[src/rtl/pci_rr_arbiter.sv]
// Round-robin central arbiter for the shared PCI-style bus.
// Tracks ownership from frame_n/irdy_n, with burst latency limit and start timeout.
module pci_rr_arbiter #(
    parameter int N_REQ    = 5,
    parameter int LAT_CYC  = 8,
    parameter int START_TO = 16,
    parameter int PARK_EN  = 1
) (
    input  logic             clk,
    input  logic             rst_n,
    input  logic [N_REQ-1:0] req_n,
    input  logic             frame_n,
    input  logic             irdy_n,
    output logic [N_REQ-1:0] gnt_n,
    output logic [2:0]       owner,
    output logic             bus_busy,
    output logic             timeout
);

    localparam int LW = $clog2(LAT_CYC) + 1;
    localparam int SW = $clog2(START_TO) + 1;
    localparam logic [N_REQ-1:0] NONE = '1;
    localparam logic [N_REQ-1:0] ONE  = {{(N_REQ-1){1'b0}}, 1'b1};

    typedef enum logic [1:0] {
        S_IDLE,
        S_WAIT,
        S_BUSY,
        S_TURN
    } state_t;

    state_t           state_q, state_d;
    logic [N_REQ-1:0] gnt_n_q, gnt_n_d;
    logic [2:0]       owner_q, owner_d;
    logic [2:0]       last_q,  last_d;
    logic             prior_q, prior_d;
    logic             busy_q,  busy_d;
    logic             to_q,    to_d;
    logic [SW-1:0]    st_q,    st_d;
    logic [LW-1:0]    lat_q,   lat_d;

    logic             any_req;
    logic [2:0]       win;
    logic [N_REQ-1:0] own_oh;
    logic             others;
    logic             owner_req;
    logic [LW-1:0]    lat_inc;
    int               idx;

    // First requester found scanning upward from the slot after last.
    always_comb begin
        any_req = 1'b0;
        win     = '0;
        idx     = 0;
        for (int i = 1; i <= N_REQ; i++) begin
            idx = (int'(last_q) + i) % N_REQ;
            if (!any_req && !req_n[3'(idx)]) begin
                any_req = 1'b1;
                win     = 3'(idx);
            end
        end
    end

    always_comb begin
        own_oh  = ONE << owner_q;
        others  = |(~req_n & ~own_oh);
        owner_req = !req_n[owner_q];
        lat_inc = lat_q;
        if (lat_q < LW'(LAT_CYC)) begin
            lat_inc = lat_q + 1'b1;
        end
    end

    always_comb begin
        state_d = state_q;
        gnt_n_d = gnt_n_q;
        owner_d = owner_q;
        last_d  = last_q;
        prior_d = prior_q;
        st_d    = st_q;
        lat_d   = lat_q;
        to_d    = 1'b0;
        unique case (state_q)
            S_IDLE: begin
                if (gnt_n_q != NONE && !frame_n) begin
                    state_d = S_BUSY;
                    owner_d = last_q;
                    lat_d   = '0;
                end else if (any_req) begin
                    state_d = S_WAIT;
                    gnt_n_d = ~(ONE << win);
                    owner_d = win;
                    last_d  = win;
                    prior_d = 1'b1;
                    st_d    = '0;
                end else if (PARK_EN != 0 && prior_q) begin
                    gnt_n_d = ~(ONE << last_q);
                end else begin
                    gnt_n_d = NONE;
                end
            end
            S_WAIT: begin
                if (!frame_n) begin
                    state_d = S_BUSY;
                    lat_d   = '0;
                end else if (!owner_req) begin
                    state_d = S_IDLE;
                    gnt_n_d = NONE;
                end else if (st_q == SW'(START_TO - 1)) begin
                    // last keeps the stalled master, so it goes to the back
                    state_d = S_IDLE;
                    gnt_n_d = NONE;
                    to_d    = 1'b1;
                end else begin
                    st_d = st_q + 1'b1;
                end
            end
            S_BUSY: begin
                lat_d = lat_inc;
                if (frame_n && irdy_n) begin
                    state_d = S_TURN;
                    gnt_n_d = NONE;
                end else if (!owner_req ||
                             (lat_inc >= LW'(LAT_CYC) && others)) begin
                    gnt_n_d = NONE;
                end
            end
            S_TURN: begin
                state_d = S_IDLE;
                gnt_n_d = NONE;
            end
            default: begin
                state_d = S_IDLE;
                gnt_n_d = NONE;
            end
        endcase
        busy_d = (state_d == S_BUSY);
    end

    always_ff @(posedge clk or negedge rst_n) begin
        if (!rst_n) begin
            state_q <= S_IDLE;
            gnt_n_q <= NONE;
            owner_q <= '0;
            last_q  <= 3'(N_REQ - 1);
            prior_q <= 1'b0;
            busy_q  <= 1'b0;
            to_q    <= 1'b0;
            st_q    <= '0;
            lat_q   <= '0;
        end else begin
            state_q <= state_d;
            gnt_n_q <= gnt_n_d;
            owner_q <= owner_d;
            last_q  <= last_d;
            prior_q <= prior_d;
            busy_q  <= busy_d;
            to_q    <= to_d;
            st_q    <= st_d;
            lat_q   <= lat_d;
        end
    end

    assign gnt_n    = gnt_n_q;
    assign owner    = owner_q;
    assign bus_busy = busy_q;
    assign timeout  = to_q;

endmodule

[config.mk]
export PLATFORM = sky130hd
export DESIGN_NAME = pci_rr_arbiter
export DESIGN_NICKNAME = d
export VERILOG_FILES = /design/src/rtl/pci_rr_arbiter.sv
export SDC_FILE = /design/constraint.sdc
export NUM_CORES = 1
export LEC_CHECK = 0
export BUFFER_PORTS_ARGS = -buffer_cell sky130_fd_sc_hd__buf_2
export CELL_PAD_IN_SITES_DETAIL_PLACEMENT = 0
export CELL_PAD_IN_SITES_GLOBAL_PLACEMENT = 2
export CORE_ASPECT_RATIO = 1.1
export CORE_MARGIN = 10
export CORE_UTILIZATION = 41
export DETAILED_ROUTE_END_ITERATION = 8
export PLACE_DENSITY = 0.9
export SLEW_MARGIN = 0
export SYNTH_ARGS = -nofsm -noshare
export SYNTH_HDL_FRONTEND = slang
export SYNTH_SLANG_ARGS = --single-unit
[constraint.sdc]
create_clock -name clk -period 11 [get_ports clk]
set_clock_uncertainty 0.2 [all_clocks]
set_input_delay 1.1 -clock clk [delete_from_list [all_inputs] [get_ports clk]]
set_output_delay 1.1 -clock clk [all_outputs]
set_load 0.03 [all_outputs]
==> results of run 1 <==
==> cells by family (layout without fill, tap and decap cells) <==
group | count (synthesis) | in the layout
buf+inv | 49 | 50
mux | 17 | 17
fa+ha+maj | 31 | 31
xor+xnor | 8 | 8
flops | 25 | 25
compound gates | 162 | 162
simple gates | 163 | 163
==> state kept, by name (all words and copies together), names as in the netlist <==
name      flops
bus_busy      1
gnt_n         5
last_q        3
lat_q         4
owner         3
prior_q       1
st_q          5
state_q       2
timeout       1
==> layout by cell type (no fill, tap or decap), drive strengths merged, types with 7 or more instances in the layout <==
master	instances
nand2b	20
dfrtp	19
ha	31
o211ai	9
mux2i	11
inv	26
buf	19
nand3	13
nand2	42
a31oi	16
a21oi	25
nor4	7
o21ai	32
nor2	28
nor2b	7
nor3	10
a21o	11
==> worst paths after layout <==
kind,from,to,slack (ns),cells after the start
max,last_q[0]$_DFFE_PN0P_,st_q[2]$_DFFE_PN0P_,5.60,18
min,prior_q$_DFFE_PN0P_,prior_q$_DFFE_PN0P_,0.28,1
max reg2reg,last_q[0]$_DFFE_PN0P_,st_q[2]$_DFFE_PN0P_,5.60,18
min reg2reg,prior_q$_DFFE_PN0P_,prior_q$_DFFE_PN0P_,0.28,1
max in group asynchronous,rst_n,last_q[2]$_DFFE_PN1P_,9.62,1
min in group asynchronous,rst_n,timeout$_DFF_PN0_,0.61,1
==> worst max-delay path: cells and delay by family (launching register included) <==
family | cells | cell delay, ns
AO/OA/AOI/OAI | 4 | 1.22
XOR/XNOR | 1 | 0.17
adder cells (fa/ha/maj) | 4 | 1.34
buffers and inverters | 2 | 0.45
flip-flops | 1 | 0.39
multiplexers | 1 | 0.26
AND/OR/NAND/NOR | 6 | 1.29
==> layout make-up <==
cell class,instances,area [um2]
tap,111,138.9
fill,876,4677
inverter,27,101.3
sequential,25,633.1
multi-input combinational,381,2715
clock buffer,4,45.04
timing repair buffer,19,97.59
==> Yosys cell counts, drive strengths merged (5+ instances only) <==
library cell	count
nand2	42
o21ai	32
ha	31
nor2	28
inv	26
a21oi	25
nand2b	20
dfrtp	19
a31oi	16
nand3	13
clkbuf	12
a21o	11
mux2i	11
buf	10
nor3	10
o211ai	9
nor2b	7
nor4	7
and3	6
dfstp	6
nand4	6
o2bb2ai	6
xnor2	6
a211oi	5
a41oi	5
and2	5
==> per-stage QoR <==
| step | utilization, % | setup WS, ns | instances | instance area, um2 | hold slack [ns] |
|---|---|---|---|---|---|
| 6_report | 44.38 | 5.603 | 567 | 3731 | 0.2820 |
| 3_3_place_gp | 43.84 | 5.823 | 563 | 3686 | 0.2548 |
| 3_5_place_dp | 43.84 | 5.689 | 563 | 3686 | 0.2529 |
| 4_1_cts | 44.38 | 5.686 | 567 | 3731 | 0.2807 |
| 5_1_grt | 44.38 | 5.020 | 567 | 3731 | 0.3015 |
| 2_1_floorplan | - | 6.439 | 455 | 3547 | 0.2343 |
==> layer usage <==
metal | global-route usage (%) | vias to the layer above | wire length [um]
met2 | 28.42 | 93 | 5282
li1 | - | 1733 | -
met4 | 5.198 | 0 | 255
met1 | 19.84 | 1717 | 4467
met5 | 0 | - | 0
met3 | 1.588 | 23 | 466
==> summary.md, run 1 <==
| Metric | Value |
|---|---|
| Setup CP Type | `reg -> reg` |
| Measured slew at the worst slew-check pin | `0.7337 ns` |
| CP max stage delay | `0.55 ns` |
| Drt first-iter violations | `177` |
| Ys Warns | `0` |
| Detail Route Antenna Nets | `0` |
| Die Height | `117.6 um` |
| TNS Setup | `0 ns` |
| Routed WL per cell | `18.47 um` |
| Multiplexer share of the synthesized area | `between 5 and 6%` |
| Hold buffers post-CTS | `0` |
| Post-cts sizing count | `0` |
| Largest net degree at the start of global routing | `45` |
| Max clock buf depth | `2` |
| Maximum fanout along the worst path | `44` |
| ANT cells | `0` |
| CP max-delay cell | `ha_1` |
| Post-Syn Area per Cell | `between 7 and 8 um2` |
| First-pass GRT wire length | `17.65 mm` |
| Period utilization | `between 40% and 50%` |
| Skew-Pair Late Insertion Delay | `0.27 ns` |
| DR vias | `roughly 3600` |
| Final Wtd Congestion | `0.8794` |
| Status | `finished, final reports clean` |
| IO Port Bufs | `18` |
| Final hold vios | `0` |
| Area Growth Syn to Fin | `5.185%` |
| Max-Cap Viols | `0` |
| Cell Rows | `35` |
| Synthesized flop and latch total | `25` |
| Crit path top cell by count | `ha_1` |
| Worst Path Required | `10.99 ns` |
| Fmax | `~190 MHz` |
| HP Class | `reg -> reg` |
| Core Box Area | `8408 um2` |
| # H-tree levels | `1` |
| Net count, final | `497` |
| GRT Resource Usage Total | `16.20%` |
| Worst-path clk slew | `0.09 ns` |
| Largest family of logic cells by synthesized area | `compound AO/OA/AOI/OAI gates` |
| Number of distinct library cells after synthesis | `81` |
| IO Pins | `19` |
| Post-detail-place hpwl | `~8.0 mm` |
| Yosys top cell by area | `dfrtp_1` |
| Vias in the first global route | `3556` |
| Initial antenna violation count | `0` |
| Worst Setup Start Kind | `flop` |
| Clock Sink Count | `25` |
| 1st-pass router iterations | `4` |
| Post-synthesis sequential area ratio | `~18%` |
| Synth top area cells | `dfrtp_1, ha_1, dfstp_2, nand2_1, o21ai_0` |
| Die extent in x | `108.7 um` |
| Starting Density | `42.19%` |
| Setup bufs post-CTS | `0` |
| Syn Nets | `slightly below 500` |
| Synth top area share | `13.40%` |
| RSZ-0062 raised after global routing | `false` |
| Final min period | `5.397 ns` |
| Adder-Cell Fraction of Synth Area | `around 11%` |
| Congestion Overflow GR | `0` |
| Main flop type after synthesis | `dfrtp_1` |
| Complex-gate fraction of the synthesized area | `33.23%` |
| Fraction of the mapped netlist area in simple logic gates | `24.23%` |
| DR vias/cell | `6.289` |
| DRC violations left | `0` |
| Final Setup Violations | `0` |
| CTS tree | `done` |
| Post-synth EDFFs | `0` |
| Synth async-reset ratio | `100.0%` |
| Slew headroom | `51.08%` |
| Final slew viol count | `0` |
| CP endpoint kind | `flop` |
| Layout cells sized above 1 | `~11%` |
| CTS root buffer | `clkbuf_8` |
| Synthesized area | `3547 um2` |
| Synthesized instance count | `455` |
| Die area | `about 13000 um2` |
| CP arrival | `5.39 ns` |
| Critical path cell sequence | `buf_4 -> ha_1 -> ha_1 -> inv_1 -> ha_1 -> nor3_1 -> nor2_1 -> xnor2_1 -> ha_1 -> nand2b_1 -> a311oi_1 -> nor3_1 -> nor3_2 -> mux2i_1 -> a2bb2oi_1 -> o41ai_2 -> or3_1 -> a21oi_1` |
| TritonCTS Buffers | `3` |
| DRT Wirelength | `10.47 mm` |
| Post-Synth XOR/XNOR Area | `under 10%` |
Power of run 1 is not shown: default switching activity piles up to over one toggle a cycle in this logic, so the estimate is an artifact.
==> run 2: changes to the inputs <==
--- a/config.mk
+++ b/config.mk
@@ -5,14 +5,15 @@
 export SDC_FILE = /design/constraint.sdc
 export NUM_CORES = 1
 export LEC_CHECK = 0
+export ABC_AREA = 1
 export BUFFER_PORTS_ARGS = -buffer_cell sky130_fd_sc_hd__buf_2
 export CELL_PAD_IN_SITES_DETAIL_PLACEMENT = 0
 export CELL_PAD_IN_SITES_GLOBAL_PLACEMENT = 2
 export CORE_ASPECT_RATIO = 1.1
 export CORE_MARGIN = 10
-export CORE_UTILIZATION = 41
+export CORE_UTILIZATION = 35
 export DETAILED_ROUTE_END_ITERATION = 8
-export PLACE_DENSITY = 0.9
+export PLACE_DENSITY = 0.84
 export SLEW_MARGIN = 0
 export SYNTH_ARGS = -nofsm -noshare
 export SYNTH_HDL_FRONTEND = slang
==> constraint.sdc (replaced) <==
create_clock -name clk -period 5.3 [get_ports clk]
set_clock_uncertainty 0.2 [all_clocks]
set_input_delay 0.53 -clock clk [delete_from_list [all_inputs] [get_ports clk]]
set_output_delay 0.53 -clock clk [all_outputs]
set_load 0.03 [all_outputs]
==> summary.md, run 2 <==
| Metric | Value |
|---|---|
| Die extent in x | `110.6 um (+1.8%)` |
| Worst Setup Start Kind | `flop` |
| Number of distinct library cells after synthesis | `43 (-47%)` |
| Most frequent cell after synthesis | `nand2_1` |
| Yosys top cell by area | `dfrtp_1` |
| Main flop type after synthesis | `dfrtp_1` |
| Max-Cap Viols | `0 (unchanged)` |
| Slew headroom | `52.33% (+1.2 points)` |
| Worst-path clk slew | `0.09 ns (about the same)` |
| HP Class | `in -> async` |
| RSZ-0062 raised after global routing | `false` |
| Post-detail-place hpwl | `7.011 mm (-13%)` |
| Most frequent cells in the layout | `nand2_1, inv_1, nand3_1` |
| Maximum fanout along the worst path | `12 (-73%)` |
| Post-cts sizing count | `0 (unchanged)` |
| Post-route cell area | `3416 um2 (-8.5%)` |
| ANT cells | `0 (unchanged)` |
| IO Port Bufs | `18 (unchanged)` |
| Syn Nets | `522 (+5.5%)` |
| FF-to-FF setup slack | `0.68 ns (-4.92 ns)` |
| TNS Setup | `0 ns (unchanged)` |
| Hold WS | `0.04479 ns (-0.2372 ns)` |
| Place WS | `0.6427 ns (-5.046 ns)` |
| Clock Sink Count | `25 (unchanged)` |
| Synthesized instance count | `482 (+5.9%)` |
| Synthesized area | `3161 um2 (-11%)` |
| Synth async-reset ratio | `100.0% (unchanged)` |
| Status | `finished, final reports clean` |
| GRT Resource Usage Total | `12.37% (-3.8 points)` |
| Max clock buf depth | `2 (unchanged)` |
| 1st-pass router iterations | `4 (unchanged)` |
| Initial antenna violation count | `0 (unchanged)` |
| DRT Wirelength | `8.308 mm (-21%)` |
| Drt first-iter violations | `80 (-55%)` |
| Area Growth Syn to Fin | `8.076%` |
| Die Height | `119.7 um (+1.8%)` |
| Final WS setup | `0.6787 ns (-4.924 ns)` |
| Final min period | `4.621 ns (-0.7761 ns)` |
| CP endpoint kind | `flop` |
| Post-DP Area | `3371 um2 (-8.6%)` |
| Period utilization | `87.19% (+38 points)` |
| Hold buffers post-CTS | `0 (unchanged)` |
| Routed WL per cell | `13.51 um (-27%)` |
| Critical R2R Launch | `last_q[0]$_DFFE_PN0P_` |
| DRC violations left | `0 (unchanged)` |
| Post-synthesis sequential area ratio | `20.03% (+2.2 points)` |
| Worst Path Required | `5.25 ns (-5.74 ns)` |
| Setup bufs post-CTS | `0 (unchanged)` |
| Commonest non-fill, non-tap cell in the layout | `nand2_1` |
| Final Setup Violations | `0 (unchanged)` |
| Layout cells sized above 1 | `17.96% (+6.6 points)` |
| Setup CP Type | `reg -> reg` |
| Congestion Overflow GR | `0 (unchanged)` |
| Fmax | `216.4 MHz (+17%)` |
| First-pass GRT wire length | `14.26 mm (-19%)` |
| Final Wtd Congestion | `0.8029 (-8.7%)` |
| DR vias | `2993 (-16%)` |
| Largest net degree at the start of global routing | `26 (-42%)` |
| Synth top area cells | `dfrtp_1, nand2_1, ha_1, nand3_1, inv_1` |
| Post-Syn Area per Cell | `6.557 um2 (-16%)` |
| Skew-Pair Late Insertion Delay | `0.27 ns (about the same)` |
| Net count, final | `542 (+9.1%)` |
| Ys Warns | `0 (unchanged)` |
| Detail Route Antenna Nets | `0 (unchanged)` |
| Final hold vios | `0 (unchanged)` |
| CTS root buffer | `clkbuf_8` |
| Post-synth EDFFs | `0 (unchanged)` |
| Core Box Area | `8828 um2 (+5.0%)` |
| Starting Density | `35.80% (-6.4 points)` |
| TritonCTS Buffers | `3 (unchanged)` |
| Final slew viol count | `0 (unchanged)` |
| # H-tree levels | `1 (unchanged)` |
| Synthesized flop and latch total | `25 (unchanged)` |
| IO Pins | `19 (unchanged)` |
| DR vias/cell | `4.867 (-23%)` |
| Synth top area share | `15.04% (+1.6 points)` |
| Commonest cells in the netlist | `nand2_1, inv_1, nand3_1, nor2_1, ha_1` |
| Vias in the first global route | `2917 (-18%)` |
| Cell Rows | `36 (+2.9%)` |
| CP arrival | `4.57 ns (-0.82 ns)` |
| CTS tree | `done` |
| Critical Path Start | `last_q[0]$_DFFE_PN0P_` |
| Die area | `13240 um2 (+3.6%)` |
| Measured slew at the worst slew-check pin | `0.7076 ns (-0.02615 ns)` |
## run 2: changes by cell type after synthesis, sizes merged, moves of 13 or more
cell,previous run,this run
nand2,42,134
inv,26,83
nand3,13,70
nand2b,20,0
a21oi,25,10
a31oi,16,1
nor2,28,41
## run 2: path summary, 6_finish.rpt
path                       cells after the start                   end
setup reg to reg                              24  owner[1]$_DFFE_PN0P_
hold / removal                                 1  lat_q[2]$_DFFE_PN0P_
max in group asynchronous                      1  gnt_n[2]$_DFFE_PN1P_
hold reg to reg                                2  gnt_n[3]$_DFFE_PN1P_
setup / recovery                              24  owner[1]$_DFFE_PN0P_
min in group clk                               2  gnt_n[3]$_DFFE_PN1P_
## run 2: cell families (layout without fill, tap and decap cells)
| kind of cell | Yosys count | count (layout) | synth area share, % |
|---|---|---|---|
| adder cells (fa/ha/maj) | 31 | 31 | 12.27 |
| AO/OA/AOI/OAI | 60 | 60 | 10.85 |
| flip-flops | 25 | 25 | 20.03 |
| AND/OR/NAND/NOR | 271 | 271 | 43.75 |
| buffers and inverters | 89 | 108 | 11.20 |
| XOR/XNOR | 6 | 6 | 1.901 |
## run 2: final cells by class
class	instances	area, um2
Tap cell	114	142.6
Inverter	84	316.6
Timing Repair Buffer	20	105.1
Fill cell	995	5413
Sequential cell	25	633.1
Multi-Input combinational cell	368	2173
Clock buffer	4	45.04
## run 2: worst max-delay path: stages, from the launching register on
cell and delay, ns:
dfrtp_1 0.62, inv_1 0.08, buf_4 0.18, ha_1 0.50, ha_1 0.29, nor2_1 0.12, nand2_1 0.10, nand2_1 0.12
xor2_1 0.25, ha_1 0.22, inv_1 0.05, o211ai_1 0.24, nand2_1 0.13, nand2_1 0.13, nand2_1 0.11, nand2_1 0.07
nand3_1 0.06, nand3_1 0.10, nand2_2 0.11, nand4_1 0.14, nor2_1 0.05, nor2_1 0.24, inv_1 0.09, o21ai_0 0.19
o21ai_1 0.09
## run 2: stage by stage
step	instances	utilization [%]
CTS	615	38.69
floorplan	482	-
global placement	611	38.18
detailed placement	611	38.18
finish	615	38.69
global route	615	38.69
## run 2: routing by layer
metal	part of all wire [%]	global-route usage, %	up-vias
met5	0	0	-
met4	0.87	2.443	0
met3	2.8	1.246	6
met2	50	22.20	41
met1	46	15.65	1352
li1	-	-	1594
Power of run 2 is left out for the same reason.
